==> src/rtl/delta_ram_reader.sv <==
`default_nettype none
// ============================================================================
// Module   : delta_ram_reader
// Purpose  : Read-side controller for the delta-coefficient SRAM wrapper.
//            Walks a contiguous address range that wraps at the top of the
//            SRAM and streams each word out on a valid/ready interface. The
//            SRAM's 1-cycle registered read latency is hidden behind a
//            2-entry output buffer that has a fall-through path. The single
//            SRAM port is yielded to the writer whenever a write is active.
// Ports    : clk, rst_n          clock, asynchronous active-low reset
//            start               one-cycle pulse, launches a burst when idle
//            base_addr, len      burst first address / word count (0..DEPTH)
//            busy, done          burst in progress / one-cycle completion
//            ram_write_en        writer owns the SRAM port this cycle
//            read_en, addr_r     SRAM read request
//            ram_data            SRAM read data, valid the cycle after read_en
//            out_valid, out_data, out_ready   output stream
//            stall_cnt           (optional) write-collision stall counter
// Options  : DELTA_READER_STALL_CNT_EN adds the 16-bit stall_cnt output.
// Revision : 1.0 - initial release
// ============================================================================
module delta_ram_reader #(
  parameter int SRAM_DEPTH_BIT = 6,
  parameter int SRAM_DEPTH     = 2**SRAM_DEPTH_BIT,
  parameter int SRAM_WIDTH     = 28
) (
  input  logic                      clk,
  input  logic                      rst_n,
  input  logic                      start,
  input  logic [SRAM_DEPTH_BIT-1:0] base_addr,
  input  logic [SRAM_DEPTH_BIT:0]   len,
  output logic                      busy,
  output logic                      done,
  input  logic                      ram_write_en,
  output logic                      read_en,
  output logic [SRAM_DEPTH_BIT-1:0] addr_r,
  input  logic [SRAM_WIDTH-1:0]     ram_data,
  output logic                      out_valid,
  output logic [SRAM_WIDTH-1:0]     out_data,
  input  logic                      out_ready
`ifdef DELTA_READER_STALL_CNT_EN
  ,
  output logic [15:0]               stall_cnt
`endif
);

  localparam logic [SRAM_DEPTH_BIT:0] c_depth = (SRAM_DEPTH_BIT+1)'(SRAM_DEPTH);

  typedef enum logic [1:0] {
    S_IDLE  = 2'd0,
    S_READ  = 2'd1,
    S_DRAIN = 2'd2,
    S_DONE  = 2'd3
  } state_t;

  state_t                    r_state;
  state_t                    w_state_next;

  logic [SRAM_DEPTH_BIT-1:0] r_base;
  logic [SRAM_DEPTH_BIT-1:0] r_addr_last;
  logic [SRAM_DEPTH_BIT-1:0] w_addr_issue;
  logic [SRAM_DEPTH_BIT:0]   r_len;
  logic [SRAM_DEPTH_BIT:0]   r_issued;
  logic [SRAM_DEPTH_BIT:0]   w_issued_next;
  logic [SRAM_DEPTH_BIT:0]   w_len_clamped;

  // r_inflight: a read was issued last cycle, so ram_data is valid now.
  logic                      r_inflight;

  logic [SRAM_WIDTH-1:0]     r_buf [2];
  logic                      r_rd_ptr;
  logic                      r_wr_ptr;
  logic [1:0]                r_count;
  logic [1:0]                w_count_next;
  logic [1:0]                w_occ;

  logic                      w_start_ok;
  logic                      w_bypass;
  logic                      w_pop;
  logic                      w_pop_buf;
  logic                      w_push;

  // --------------------------------------------------------------------------
  // Control and datapath decode
  // --------------------------------------------------------------------------
  assign w_start_ok    = (r_state == S_IDLE) && start;
  assign w_len_clamped = (len > c_depth) ? c_depth : len;

  assign busy = (r_state != S_IDLE) || w_start_ok;
  assign done = (r_state == S_DONE);

  // Words already arrived plus the word arriving now. Issuing only while this
  // is below 2 means every returning word has a buffer slot.
  assign w_occ = r_count + {1'b0, r_inflight};

  assign read_en = (r_state == S_READ) && (r_issued < r_len) &&
                   !ram_write_en && (w_occ < 2'd2);

  // Truncation to SRAM_DEPTH_BIT bits performs the modulo-depth wrap.
  assign w_addr_issue  = r_base + r_issued[SRAM_DEPTH_BIT-1:0];
  assign addr_r        = read_en ? w_addr_issue : r_addr_last;
  assign w_issued_next = r_issued + {{SRAM_DEPTH_BIT{1'b0}}, read_en};

  // With an empty buffer the arriving SRAM word is presented directly, which
  // gives 1-cycle read_en->out_valid latency and 1 word/cycle throughput.
  // If it is not taken it is captured, so out_data stays stable afterwards.
  assign w_bypass  = (r_count == 2'd0) && r_inflight;
  assign out_valid = (r_count != 2'd0) || r_inflight;
  assign out_data  = w_bypass ? ram_data : r_buf[r_rd_ptr];

  assign w_pop     = out_valid && out_ready;
  assign w_pop_buf = w_pop && (r_count != 2'd0);
  assign w_push    = r_inflight && !(w_bypass && w_pop);

  always_comb begin
    w_count_next = r_count;
    case ({w_push, w_pop_buf})
      2'b10:   w_count_next = r_count + 2'd1;
      2'b01:   w_count_next = r_count - 2'd1;
      default: w_count_next = r_count;
    endcase
  end

  // --------------------------------------------------------------------------
  // FSM
  // --------------------------------------------------------------------------
  always_ff @(posedge clk or negedge rst_n) begin
    if (!rst_n) begin
      r_state <= S_IDLE;
    end else begin
      r_state <= w_state_next;
    end
  end

  always_comb begin
    w_state_next = r_state;
    case (r_state)
      S_IDLE: begin
        if (start) begin
          w_state_next = (w_len_clamped == '0) ? S_DONE : S_READ;
        end
      end
      S_READ: begin
        if (w_issued_next == r_len) begin
          w_state_next = S_DRAIN;
        end
      end
      S_DRAIN: begin
        // No reads are issued here, so an empty next-cycle buffer means the
        // final handshake is happening now and done follows next cycle.
        if (w_count_next == 2'd0) begin
          w_state_next = S_DONE;
        end
      end
      S_DONE: begin
        w_state_next = S_IDLE;
      end
      default: begin
        w_state_next = S_IDLE;
      end
    endcase
  end

  // --------------------------------------------------------------------------
  // Burst bookkeeping
  // --------------------------------------------------------------------------
  always_ff @(posedge clk or negedge rst_n) begin
    if (!rst_n) begin
      r_base      <= '0;
      r_len       <= '0;
      r_issued    <= '0;
      r_addr_last <= '0;
      r_inflight  <= 1'b0;
    end else begin
      r_inflight <= read_en;
      if (w_start_ok) begin
        r_base   <= base_addr;
        r_len    <= w_len_clamped;
        r_issued <= '0;
      end else begin
        r_issued <= w_issued_next;
      end
      if (read_en) begin
        r_addr_last <= w_addr_issue;
      end
    end
  end

  // --------------------------------------------------------------------------
  // 2-entry output FIFO
  // --------------------------------------------------------------------------
  always_ff @(posedge clk or negedge rst_n) begin
    if (!rst_n) begin
      for (int i = 0; i < 2; i++) begin
        r_buf[i] <= '0;
      end
      r_rd_ptr <= 1'b0;
      r_wr_ptr <= 1'b0;
      r_count  <= 2'd0;
    end else begin
      if (w_push) begin
        r_buf[r_wr_ptr] <= ram_data;
        r_wr_ptr        <= ~r_wr_ptr;
      end
      if (w_pop_buf) begin
        r_rd_ptr <= ~r_rd_ptr;
      end
      r_count <= w_count_next;
    end
  end

`ifdef DELTA_READER_STALL_CNT_EN
  // --------------------------------------------------------------------------
  // Write-collision stall counter (saturating)
  // --------------------------------------------------------------------------
  logic [15:0] r_stall_cnt;

  assign stall_cnt = r_stall_cnt;

  always_ff @(posedge clk or negedge rst_n) begin
    if (!rst_n) begin
      r_stall_cnt <= '0;
    end else if (w_start_ok) begin
      r_stall_cnt <= '0;
    end else if ((r_state == S_READ) && (r_issued < r_len) && ram_write_en &&
                 (r_stall_cnt != 16'hFFFF)) begin
      r_stall_cnt <= r_stall_cnt + 16'd1;
    end
  end
`endif

endmodule
`default_nettype wire

==> config.mk <==
export PLATFORM = sky130hd
export DESIGN_NAME = delta_ram_reader
export DESIGN_NICKNAME = d
export VERILOG_FILES = /design/src/rtl/delta_ram_reader.sv
export SDC_FILE = /design/constraint.sdc
export NUM_CORES = 1
export LEC_CHECK = 0
export CORE_MARGIN = 3
export CORE_UTILIZATION = 40
export CTS_CLUSTER_SIZE = 30
export DETAILED_ROUTE_END_ITERATION = 16
export PLACE_DENSITY = 0.59
export SKIP_LAST_GASP = 1
export SLEW_MARGIN = 10
export SYNTH_ARGS = -nofsm -noshare
export SYNTH_HDL_FRONTEND = slang
export SYNTH_SLANG_ARGS = --single-unit
==> constraint.sdc <==
create_clock -name clk -period 4.57 [get_ports clk]
set_input_delay 0.6855 -clock clk [delete_from_list [all_inputs] [get_ports clk]]
set_output_delay 0.6855 -clock clk [all_outputs]
set_load 0.005 [all_outputs]
### Word level (Yosys, flattened, before mapping)

Cells that the tools add are included.

| cells by class | value |
|---|---|
| add/sub/neg operators | 5 |
| magnitude comparators | 6 |
| equality and inequality tests | 9 |
| mux-type cells | 16 |
| bitwise operators | 4 |
| reduce and logical (&&, ||, !) cells | 21 |

Operator list:

| operator | count |
|---|---|
| 28-bit 2-to-1 mux | 5 |
| 56-bit bitwise mux | 1 |
| 28-bit demux with 1-bit select | 1 |
| 7-bit 2-to-1 mux | 2 |
| 1-bit logical AND | 10 |
| 2-bit 2-to-1 mux | 4 |
| 2-bit case mux with 4 select lines | 1 |
| 7-bit by 1-bit adder with 7-bit output | 1 |
| 7-bit == test | 1 |
| 7-bit greater-than comparator (second input constant) | 1 |
| 7-bit logical NOT | 1 |
| 7-bit less-than comparator | 1 |
| 6-bit adder | 1 |
| 2-bit == test (second input constant) | 3 |
| 2-bit logical NOT | 3 |
| 6-bit 2-to-1 mux | 1 |
| 2-bit by 1-bit == test with 1-bit output (second input constant) | 2 |
| 2-bit >= comparator (second input constant) | 2 |
| 2-bit != test (second input constant) | 2 |
| 1-bit inverter with 2-bit output | 2 |
| 2-bit case mux with 2 select lines | 1 |
| 2-bit nonzero test | 2 |
| 3-bit AND reduction | 1 |
| 2-bit by 1-bit adder with 2-bit output | 1 |
| other kinds (8) | 11 |

| storage, ports and cells | value |
|---|---|
| register bits after elaboration | 89 |
| bits of input ports | 46 |
| output and inout bits | 38 |
| word-level logic and storage cells | 72 |

### Logic depth before layout (Yosys ltp)

| depth | value |
|---|---|
| depth after elaboration | 11 |
| mapped depth | 15 |
| mapped depth without buffers | 15 |

### Worst setup path before layout

OpenSTA, ideal clock, no wires.

| timing | value |
|---|---|
| path type | register -> register |
| start point | register r_len[5] |
| end point | register r_state[0] |
| setup time | 0.079 ns |
| arrival | 2.935 ns |
| data required time | 4.491 ns |
| slack | 1.555 ns |
| stages on the path, launching flop included | 15 |
| buffers on the path | 0 |
| period minus slack after synthesis | 3.015 ns |
| cell sequence | dfrtp_1 > inv_1 > ha_1 > a21o_1 > a2111oi_4 > o211ai_4 > inv_1 > ha_1 > ha_1 > and3_4 > nand3_2 > a211oi_2 > nand4_1 > a21oi_2 > mux2i_1 |

| on the way | value |
|---|---|
| longest elaborated chain between the ends | 8 |

Ends and longest elaborated chain:

| element | line | source |
|---|---|---|
| start: declaration | 62 | `logic [SRAM_DEPTH_BIT:0] r_len;` |
| start signal: assignment | 178 | `r_len <= w_len_clamped;` |
| 7-bit less-than comparator | 96 | `assign read_en = (r_state == S_READ) && (r_issued < r_len) &&` |
| 1-bit logical AND (2 in a row) | 96 |  |
| 1-bit logical AND | 97 | `!ram_write_en && (w_occ < 2'd2);` |
| via read_en | 35 | `output logic read_en,` |
| 7-bit by 1-bit adder with 7-bit output | 102 | `assign w_issued_next = r_issued + {{SRAM_DEPTH_BIT{1'b0}}, read_en};` |
| 7-bit == test | 144 | `if (w_issued_next == r_len) begin` |
| 2-bit by 1-bit != test with 1-bit output (no line) | n/a |  |
| 3-bit AND reduction (no line) | n/a |  |
| end signal: assignment | 131 | `r_state <= w_state_next;` |
| end: declaration | 56 | `state_t r_state;` |

The timed path passes the listed nets, and every way through them passes these cells.
A chain may end at the register's enable or synchronous reset.

### Worst setup path after layout

| timing | value |
|---|---|
| start point | register r_issued[5] |
| end point | output addr_r[0] |

| on the way | value |
|---|---|
| longest elaborated chain between the ends | 5 |

Ends and longest elaborated chain:

| element | line | source |
|---|---|---|
| start: declaration | 63 | `logic [SRAM_DEPTH_BIT:0] r_issued;` |
| start signal: assignment | 181 | `r_issued <= w_issued_next;` |
| 7-bit less-than comparator | 96 |  |
| 1-bit logical AND (2 in a row) | 96 |  |
| 1-bit logical AND | 97 |  |
| 6-bit 2-to-1 mux | n/a |  |
| end: declaration | 36 | `output logic [SRAM_DEPTH_BIT-1:0] addr_r,` |

No other way between the ends.

==> key figures <==
Pwr
  • Internal power: about 2.8 mW
  • Comb pwr share: 0.469
  • Maximum VDD drop: roughly 0.00031 V
  • Switching power share of the total: 0.323
  • Power density cells: around 690 mW/mm2
  • Switching Power: about 1.3 mW
  • Sequential fraction of design power: 0.358
  • Static leakage power: between 2 and 3 nW
  • Clock share of power: 0.172

Clock tree
  • Clock transition at the register clock pins on the worst setup and hold paths after CTS: 0.06 ns
  • Number of H-tree levels: 3
  • Maximum root-to-sink buffer count: 2
  • TritonCTS clock tree: yes
  • Cts bufs inserted: 9
  • CTS hold repair buffers: 0
  • Clock latency on the worst-skew pair: 0.33 ns
  • Clock sink count: 89
  • Count of buffers added by post-CTS timing repair for setup: 0
  • Cells resized by post-CTS repair: 0
  • Root buf cell: clkbuf_16

Placed design
  • Detail Placement HPWL: between 6000 and 7000 um
  • Routability Congestion: about 0.77
  • Post-Place Cells: 616
  • Number of buffer cells added on primary ports: 83

Critical path
  • Worst path cell trace: ha_1 > a21o_1 > a2111oi_4 > o211ai_4 > mux2_4 > clkdlybuf4s50_1
  • Kind of capture point of the worst setup path: primary output
  • Critical Path AT: around 2.8 ns
  • Delay-heaviest family, CP: compound AO/OA/AOI/OAI gates
  • Largest fanout on the critical path: 7
  • Critical Path RT: about 3.9 ns
  • Delay contributed by the slowest stage of the critical path: ~0.48 ns
  • Nature of the critical path startpoint: register
  • CP Buf/Inv Count: 1
  • Max stage delay cell, worst path: dfrtp_1
  • Critical path type: reg2out

GRT
  • First-pass GRT wire length: 15600 um
  • Combined global-route utilization of all metal layers: 0.151
  • Sum of overflow across all layers after global routing: 0
  • Number of antenna violations at the first check in global routing: 0
  • Pin count of the biggest net entering global routing: 57
  • Via count of the first global-routing pass: 3251

Drt
  • Number of design-rule violations left by the first detailed-router iteration: between 90 and 100
  • Router iterations before antenna repair: 5
  • Count of vias placed by the detailed router: roughly 3100
  • Average routed wire per standard cell: ~15 um
  • Antenna Nets Post-Route: 0
  • Total Wirelength: about 9400 um
  • Number of vias per cell: between 4 and 5
  • Number of remaining DRC errors: 0

Flow run
  • Count of maximum capacitance violations: 0

Timing
  • Relative slew margins: 0.375
  • Crit share post-route: 0.754
  • Final Max Tran Viols: 0
  • Finish-stage setup viols: 0
  • RSZ-0062 raised after global routing: no
  • Minimum clock period after layout: about 3.4 ns
  • Maximum frequency from static timing analysis: 290 MHz
  • Hold violation total from the final report: 0
  • Tightest Pin Transition: about 0.94 ns
  • Final setup TNS: 0 ns
  • Clock Skews: 0.00413 ns

Cells and area
  • Sequential cell area: 0.00223 mm2
  • Number of antenna cells inserted: 0
  • Area added between synthesis and finish: 25.2%
  • Share of post-route cells with drive strength above 1: 0.154
  • Number of inserted filler cells in the final layout: approximately 1100
  • Commonest non-fill, non-tap cell in the layout: dfrtp_1
  • Non-filler instance count after layout: 630
  • Commonest non-fill, non-tap cells in the layout: dfrtp_1, clkdlybuf4s50_1, nand2_1
  • Number of nets in the final layout: 550
  • Area used by multi-input combinational logic: approximately 0.0023 mm2

Synthesis
  • Synth Instances: around 410
  • Post-synthesis async set-or-reset flop share: 1.00
  • Main synth FF type: dfrtp_1
  • Mapped Nets: around 470
  • Number of enable-type register cells in the synthesized netlist: 0
  • Number of synthesis warnings: 0
  • Number of distinct standard cells referenced by the synthesized netlist: 46
  • Post-Synthesis Cell Area: ~0.0047 mm2
  • Mean cell area of the mapped netlist: between 10 and 15 um2
  • Register area share after synthesis: 0.473
  • Seq cells post-synth: 89

Floorplanning
  • I/O pin total: 84
  • Row Count: 39
  • Floorplan core area: approximately 0.011 mm2
  • Horizontal die dimension: 115 um
  • Effective utilization at floorplan: 0.411
  • Die area: approximately 0.013 mm2
  • Die span in y: roughly 110 um

Outcome
  • Status: finished, final reports clean

Min path
  • Min-delay worst type: in2async
[metal layers]
layer,track usage,share of wire,routed length (um),up-vias
met2,0.249,0.48,4480,57
met5,0,0,0,-
met1,0.199,0.47,4420,1499
li1,-,-,-,1551
met4,0.0499,0.012,115,0
met3,0.0301,0.041,389,8
[cell usage after synthesis, types with 4 or more instances]
master    count  area [um2]
mux2_4        5        75.1
mux2_1       16         180
xnor2_1      13         114
mux2i_1      31         310
mux2_2       40         450
nor2_1        8        30.0
and2_1        4        25.0
nand3b_1      7        52.6
nand2_1      52         195
dfrtp_1      89        2230
xor2_1        9        78.8
buf_2         6        30.0
ha_1         19         238
a21o_1        5        37.5
inv_1        17        63.8
nand3_1       5        25.0
clkbuf_1      8        30.0
o21ai_0      35         175
[power groups by stage]
stage               Combinational, mW  Clock (mW)  Sequential [mW]
finish                           1.91       0.702             1.46
floorplan                        1.27           0             1.33
global route                     2.12       0.765             1.52
global placement                 1.91           0             1.46
detailed placement               1.94           0             1.48
CTS                              1.95       0.730             1.46
[worst paths after layout]
check | startpoint | end | slack [ns] | depth (start not counted)
worst min register to register | r_buf[32]$_DFFE_PN0P_ | r_buf[32]$_DFFE_PN0P_ | 0.49 | 1
max in group asynchronous | rst_n | r_buf[15]$_DFFE_PN0P_ | 3.26 | 2
min in group clk | r_buf[32]$_DFFE_PN0P_ | r_buf[32]$_DFFE_PN0P_ | 0.49 | 1
worst max register to register | r_issued[5]$_DFF_PN0_ | r_state[1]$_DFFE_PN0P_ | 1.21 | 13
worst min-delay path | rst_n | r_buf[5]$_DFFE_PN0P_ | 0.39 | 1
worst max-delay path | r_issued[5]$_DFF_PN0_ | addr_r[0] | 1.12 | 6
[per-stage QoR]
stage | util | cell area (um2) | setup WS, ns | power, mW | hold slack, ns
after floorplan | - | 4710 | 1.56 | 2.61 | 0.390
after global placement | 0.490 | 5620 | 1.13 | 3.37 | 0.467
after detailed placement | 0.490 | 5620 | 1.05 | 3.42 | 0.477
after CTS | 0.514 | 5900 | 1.09 | 4.15 | 0.415
after global routing | 0.514 | 5900 | 0.930 | 4.40 | 0.438
final | 0.514 | 5900 | 1.12 | 4.07 | 0.391
[flip-flops by register name (all words and copies together), names as in the netlist]
register and cells:
r_count 2, r_addr_last 6, r_inflight 1, r_len 7, r_wr_ptr 1, r_buf 56, r_base 6, r_state 2
r_issued 7, r_rd_ptr 1
[worst register-to-register path, delay by kind of cell (launching register included)]
kind | cells | cell delay (ns)
AO/OA/AOI/OAI | 5 | 1.23
adder cells (fa/ha/maj) | 3 | 0.76
flip-flops | 1 | 0.48
AND/OR/NAND/NOR | 3 | 0.46
multiplexers | 1 | 0.21
buffers and inverters | 1 | 0.15
[cell type report]
class / count / share of cell area
clock buffers: 11 / 0.0394
repair buffers: 84 / 0.142
well taps: 143 / 0.0303
flip-flops and latches: 89 / 0.378
clock inverters: 3 / 0.00742
inverters: 17 / 0.0108
multi-input cells: 283 / 0.393
[cell families after synthesis]
group,synth area share
DFF,0.473
adders and majority gates,0.0547
buffers and inverters,0.0364
xor gates and xnor gates,0.0457
AOI/OAI and AO/OA,0.0743
and+or+nand+nor,0.101
muxes,0.216
No activity file was read; power rests on OpenSTA's default activity.
